==> src/rtl/sr_frame_buf.sv <==
// Double-buffered block store between the sign-reduction compressor and the
// bit-plane packer. Each completed block is replayed as one header beat
// (carrying the fail flag) followed by WORDS packed data beats.
module sr_frame_buf #(
    parameter int unsigned DATA_W = 64,
    parameter int unsigned WORDS  = 8,
    parameter int unsigned CNT_W  = 4
) (
    input  logic              clk,
    input  logic              rst_n,
    input  logic [DATA_W-1:0] d_data,
    input  logic              d_valid,
    input  logic              s_flag,
    input  logic              s_valid,
    output logic              ready_o,
    output logic [DATA_W-1:0] m_data,
    output logic              m_valid,
    output logic              m_hdr,
    output logic              m_last,
    input  logic              m_ready,
    output logic              err_o
);
    localparam int unsigned      IDX_W   = (WORDS > 1) ? $clog2(WORDS) : 1;
    localparam logic [CNT_W-1:0] WORDS_C = CNT_W'(WORDS);
    localparam logic [CNT_W-1:0] LAST_C  = CNT_W'(WORDS - 1);
    localparam logic [CNT_W-1:0] ONE_C   = CNT_W'(1);

    typedef enum logic [1:0] {BkFree, BkFill, BkFull, BkDrain} bank_e;
    typedef enum logic [1:0] {StIdle, StHdr, StData} out_e;

    bank_e             bank_q [2];
    bank_e             bank_d [2];
    logic [DATA_W-1:0] mem_q  [2][WORDS];
    logic [DATA_W-1:0] mem_d  [2][WORDS];
    logic              flag_q [2];
    logic              flag_d [2];
    logic              wbank_q, wbank_d;
    logic              rbank_q, rbank_d;
    logic [CNT_W-1:0]  wcnt_q, wcnt_d;
    logic [CNT_W-1:0]  rcnt_q, rcnt_d;
    out_e              st_q, st_d;
    logic [DATA_W-1:0] m_data_q, m_data_d;
    logic              m_valid_q, m_valid_d;
    logic              m_hdr_q, m_hdr_d;
    logic              m_last_q, m_last_d;
    logic              err_q, err_d;

    logic              wr_open;
    logic              d_take;
    logic              accept;
    logic              hdr_taken;
    logic              last_taken;
    logic [CNT_W-1:0]  rcnt_inc;
    logic [CNT_W-1:0]  wcnt_final;

    // Write bank still collecting; registered state only, giving a one-cycle skid.
    assign wr_open    = (bank_q[wbank_q] == BkFree) || (bank_q[wbank_q] == BkFill);
    assign d_take     = d_valid && wr_open && (wcnt_q < WORDS_C);
    assign wcnt_final = d_take ? (wcnt_q + ONE_C) : wcnt_q;
    assign accept     = m_valid_q && m_ready;
    assign rcnt_inc   = rcnt_q + ONE_C;

    assign ready_o = wr_open;
    assign m_data  = m_data_q;
    assign m_valid = m_valid_q;
    assign m_hdr   = m_hdr_q;
    assign m_last  = m_last_q;
    assign err_o   = err_q;

    // Bank store: write-side fill/close plus read-side drain/release.
    always_comb begin
        bank_d  = bank_q;
        mem_d   = mem_q;
        flag_d  = flag_q;
        wbank_d = wbank_q;
        wcnt_d  = wcnt_q;
        err_d   = err_q;

        if (d_take) begin
            mem_d[wbank_q][wcnt_q[IDX_W-1:0]] = d_data;
            wcnt_d          = wcnt_final;
            bank_d[wbank_q] = BkFill;
        end else if (d_valid) begin
            err_d = 1'b1;
        end

        // Same-cycle word is already counted in wcnt_final.
        if (s_valid) begin
            if (wr_open) begin
                flag_d[wbank_q] = s_flag;
                bank_d[wbank_q] = BkFull;
                if (wcnt_final != WORDS_C) begin
                    err_d = 1'b1;
                end
                wbank_d = ~wbank_q;
                wcnt_d  = '0;
            end else begin
                err_d = 1'b1;
            end
        end

        if (hdr_taken) begin
            bank_d[rbank_q] = BkDrain;
        end

        // Zero on release so a short block reads back zeros in unwritten slots.
        if (last_taken) begin
            bank_d[rbank_q] = BkFree;
            flag_d[rbank_q] = 1'b0;
            for (int unsigned w = 0; w < WORDS; w++) begin
                mem_d[rbank_q][w] = '0;
            end
        end
    end

    // Output FSM: next state and next registered beat.
    always_comb begin
        st_d       = st_q;
        rbank_d    = rbank_q;
        rcnt_d     = rcnt_q;
        m_data_d   = m_data_q;
        m_valid_d  = m_valid_q;
        m_hdr_d    = m_hdr_q;
        m_last_d   = m_last_q;
        hdr_taken  = 1'b0;
        last_taken = 1'b0;

        unique case (st_q)
            StIdle: begin
                if (bank_q[rbank_q] == BkFull) begin
                    st_d      = StHdr;
                    m_valid_d = 1'b1;
                    m_hdr_d   = 1'b1;
                    m_last_d  = 1'b0;
                    m_data_d  = {{(DATA_W-1){1'b0}}, flag_q[rbank_q]};
                end
            end
            StHdr: begin
                if (accept) begin
                    hdr_taken = 1'b1;
                    st_d      = StData;
                    rcnt_d    = '0;
                    m_hdr_d   = 1'b0;
                    m_data_d  = mem_q[rbank_q][0];
                    m_last_d  = (WORDS == 1);
                end
            end
            StData: begin
                if (accept) begin
                    if (rcnt_q == LAST_C) begin
                        last_taken = 1'b1;
                        st_d       = StIdle;
                        rbank_d    = ~rbank_q;
                        m_valid_d  = 1'b0;
                        m_last_d   = 1'b0;
                        m_data_d   = '0;
                    end else begin
                        rcnt_d   = rcnt_inc;
                        m_data_d = mem_q[rbank_q][rcnt_inc[IDX_W-1:0]];
                        m_last_d = (rcnt_inc == LAST_C);
                    end
                end
            end
            default: begin
                st_d      = StIdle;
                m_valid_d = 1'b0;
                m_hdr_d   = 1'b0;
                m_last_d  = 1'b0;
                m_data_d  = '0;
            end
        endcase
    end

    // State registers; reset discards both banks and any frame in flight.
    always_ff @(posedge clk or negedge rst_n) begin
        if (!rst_n) begin
            for (int unsigned b = 0; b < 2; b++) begin
                bank_q[b] <= BkFree;
                flag_q[b] <= 1'b0;
                for (int unsigned w = 0; w < WORDS; w++) begin
                    mem_q[b][w] <= '0;
                end
            end
            wbank_q   <= 1'b0;
            rbank_q   <= 1'b0;
            wcnt_q    <= '0;
            rcnt_q    <= '0;
            st_q      <= StIdle;
            m_data_q  <= '0;
            m_valid_q <= 1'b0;
            m_hdr_q   <= 1'b0;
            m_last_q  <= 1'b0;
            err_q     <= 1'b0;
        end else begin
            bank_q    <= bank_d;
            mem_q     <= mem_d;
            flag_q    <= flag_d;
            wbank_q   <= wbank_d;
            rbank_q   <= rbank_d;
            wcnt_q    <= wcnt_d;
            rcnt_q    <= rcnt_d;
            st_q      <= st_d;
            m_data_q  <= m_data_d;
            m_valid_q <= m_valid_d;
            m_hdr_q   <= m_hdr_d;
            m_last_q  <= m_last_d;
            err_q     <= err_d;
        end
    end

endmodule

==> config.mk <==
export PLATFORM = sky130hd
export DESIGN_NAME = sr_frame_buf
export DESIGN_NICKNAME = d
export VERILOG_FILES = /design/src/rtl/sr_frame_buf.sv
export SDC_FILE = /design/constraint.sdc
export NUM_CORES = 2
export LEC_CHECK = 0
export ABC_CLOCK_PERIOD_IN_PS = 3300
export BUFFER_PORTS_ARGS = -buffer_cell sky130_fd_sc_hd__buf_2
export CORE_ASPECT_RATIO = 0.75
export CORE_UTILIZATION = 55
export DETAILED_ROUTE_END_ITERATION = 16
export GPL_TIMING_DRIVEN = 0
export PLACE_DENSITY = 0.72
export SLEW_MARGIN = 20
export SYNTH_ARGS = -nofsm -noshare
export SYNTH_HDL_FRONTEND = slang
export SYNTH_SLANG_ARGS = --single-unit
==> constraint.sdc <==
create_clock -name clk -period 3.3 [get_ports clk]
set_input_delay 0.495 -clock clk [delete_from_list [all_inputs] [get_ports clk]]
set_output_delay 0.495 -clock clk [all_outputs]
set_load 0.05 [all_outputs]
==> results.tsv <==
metric	value	unit
status	finished with violations	
violations in the final reports	negative setup slack	
layout cells sized above 1	0.125	
total gr overflow	0	
Num CTS Buffers	108	
clock latency on the worst-skew pair	760	ps
row cnt	99	
#FFs+latches synth	1110	
part of the Yosys area used for sequential elements	0.509	
FF-to-FF Start	rcnt_q[1]$_DFFE_PN0P_	
Post-synth ARST share	1.00	
largest net degree at the start of global routing	138	
Routed Antenna Nets	0	
Reg clk slew, reported paths	60	ps
worst hold slack	59.0	ps
placed inst area	57100	µm²
Post-Syn Area	54600	µm²
worst path required time	3950	ps
Mapped Cells	5917	
crit-path max FO	10	
drt initial violations	7876	
CP Capture Type	flop	
Final Net Count	6191	
Min Clock Period, post-route	3390	ps
core area	97900	µm²
hold depth	3	
syn_area_per_cell	9.23	µm²
clk buf depth	3	
Max Cap Viol	0	
nature of the critical path startpoint	flop	
number of synthesized flops with an enable pin	0	
unique cell type count in the Yosys netlist	60	
kind of critical path	reg -> reg	
Initial Utilization	0.558	
Die Y	275	µm
Hold Vio Cnt, Final	0	
worst-path cell chain	ha_2 -> xnor2_2 -> and4_1 -> clkbuf_1 -> clkbuf_1 -> nand2_1 -> nand4_1	
setup TNS	-1530	ps
Least-Margin Pin Slew	1380	ps
reg2reg path depth	7	
die area	101000	µm²
FF/Latch Area	27800	µm²
final worst slack	-94.5	ps
Die W	366	µm
Vias	49155	
Hold Path Class	in -> reg	
R2R Path End	m_data[34]$_DFFE_PN0P_	
Final Max Tran Viols	0	
DRC violations left	0	
Final Wtd Congestion	0.994	
H-tree levels	3	
DR pass1 iterations	8	
post-route cell area	60900	µm²
IO Port Bufs	73	
Place WS	-1350	ps
most common cell after layout, fill and taps aside	nand2_1	
initial antenna violation count	15	
placed cell count	7321	
Critical-path top delay cell	clkbuf_1	
TritonCTS clock tree	yes	
VDD IR-drop max	0.473	mV
cell mode on critical path	clkbuf_1	
Hold EP	flag_q[1]$_DFF_PN0_	
Worst slew margin	0.0822	
clk root buf	clkbuf_16	
crit path DAT	4040	ps
Final Cycle Share	1.03	
Routed WL	211000	µm
Yosys warnings	0	
HP Start	s_flag	
PwrDens	672	nW/µm²
Post-synth top flop	dfrtp_1	
Non-Filler Instances	7533	
Total GRT Usage	0.416	
Multi-input gate area	23700	µm²
total power	41.0	mW
Final Util	0.622	
commonest non-fill, non-tap cells in the layout	nand2_1, dfrtp_1, a21oi_1	
TritonCTS Sinks	1110	
dpl hpwl	147000	µm
Final Setup Violations	38	
worst reg2reg setup slack	-90	ps
leakage power	26.3	nW
Fill cells	8294	
syn_nets	5990	
I/O Pins	139	
first-pass GRT wire length	307000	µm
Area Growth Syn to Fin	11.5	%
fmax	295	MHz
WL per Instance	28.1	µm
drt via density	6.53	
RSZ-0062 raised after global routing	true	
clk_skew	44.0	ps
vias in the first global route	46499	
Max stage delay on crit path	740	ps
==> metal layers <==
layer	vias up	share of wire	routed length [µm]	GRT usage
li1	20510	-	-	-
met1	24279	0.38	80400	0.570
met2	3684	0.40	85200	0.558
met3	666	0.16	34700	0.193
met4	16	0.051	10800	0.197
met5	-	0.0017	368	0.00366
==> worst max-delay path: cells and delay by family, from the launching register on <==
family / cells / cell delay [ps]
flip-flops: 1 / 430
AND/OR/NAND/NOR: 3 / 610
adder cells (fa/ha/maj): 1 / 280
XOR/XNOR: 1 / 640
buffers and inverters: 2 / 1330
==> flip-flops by register name (all words and copies together) (netlist names) <==
| register | count |
|---|---|
| wbank_q | 1 |
| rbank_q | 1 |
| m_valid | 1 |
| err_o | 1 |
| m_hdr | 1 |
| bank_q | 4 |
| mem_q | 1024 |
| st_q | 2 |
| m_last | 1 |
| wcnt_q | 4 |
| flag_q | 2 |
| rcnt_q | 4 |
| m_data | 64 |
==> cell usage after synthesis (12+ instances only) <==
| master | instances | area share |
|---|---|---|
| nand2_1 | 2125 | 0.15 |
| clkbuf_1 | 358 | 0.025 |
| a221oi_1 | 63 | 0.010 |
| buf_1 | 60 | 0.0041 |
| dfrtp_1 | 1110 | 0.51 |
| nor2_1 | 79 | 0.0054 |
| clkbuf_8 | 60 | 0.015 |
| nor2b_1 | 65 | 0.0074 |
| a22oi_1 | 65 | 0.0089 |
| buf_2 | 125 | 0.011 |
| nand4_1 | 64 | 0.0073 |
| o2111ai_1 | 63 | 0.010 |
| and3_1 | 12 | 0.0014 |
| nand3_1 | 137 | 0.013 |
| mux2i_1 | 193 | 0.035 |
| a21oi_1 | 1031 | 0.094 |
| buf_6 | 12 | 0.0025 |
| mux4_2 | 193 | 0.080 |
==> power breakdown <==
| part | internal [mW] | switching (mW) |
|---|---|---|
| clock | 7.10 | 5.72 |
| sequential | 15.1 | 1.23 |
| combinational | 3.91 | 7.94 |
| total | 26.1 | 14.9 |
==> cell families after synthesis <==
logic type	after synthesis	share of synthesized area
AOI/OAI and AO/OA	1249	0.127
xor gates and xnor gates	4	0.000642
adders and majority gates	3	0.000687
buffers and inverters	629	0.0591
DFF	1110	0.509
muxes	389	0.116
and+or+nand+nor	2533	0.188
==> worst max path at each step <==
stage	endpoint	startpoint
2_1_floorplan	m_data[59]$_DFFE_PN0P_	rcnt_q[0]$_DFFE_PN0P_
4_1_cts	m_data[61]$_DFFE_PN0P_	rcnt_q[0]$_DFFE_PN0P_
5_1_grt	m_data[39]$_DFFE_PN0P_	rbank_q$_DFFE_PN0P_
6_report	m_data[34]$_DFFE_PN0P_	rcnt_q[1]$_DFFE_PN0P_
3_5_place_dp	m_data[43]$_DFFE_PN0P_	rcnt_q[0]$_DFFE_PN0P_
3_3_place_gp	mem_q[107]$_DFF_PN0_	rst_n
==> final cells by class <==
class                      count  area share
antenna                       19    0.000781
buffer                       619      0.0553
clock buffer                 158      0.0512
clock inverter                35     0.00709
inverter                       8    0.000493
multi-input combinational   4178       0.390
sequential                  1110       0.456
tap                         1313      0.0270
timing repair buffer          93      0.0123
==> timing repair <==
item / 4_1_cts / 5_1_grt
gates resized for setup: 66 / 63
setup buffers: 0 / 0
hold buffers: 1 / 0
hold endpoints to repair: 88 / 0
endpoints found under the setup margin: 620 / 293
Power figures use the tool's default switching activity.
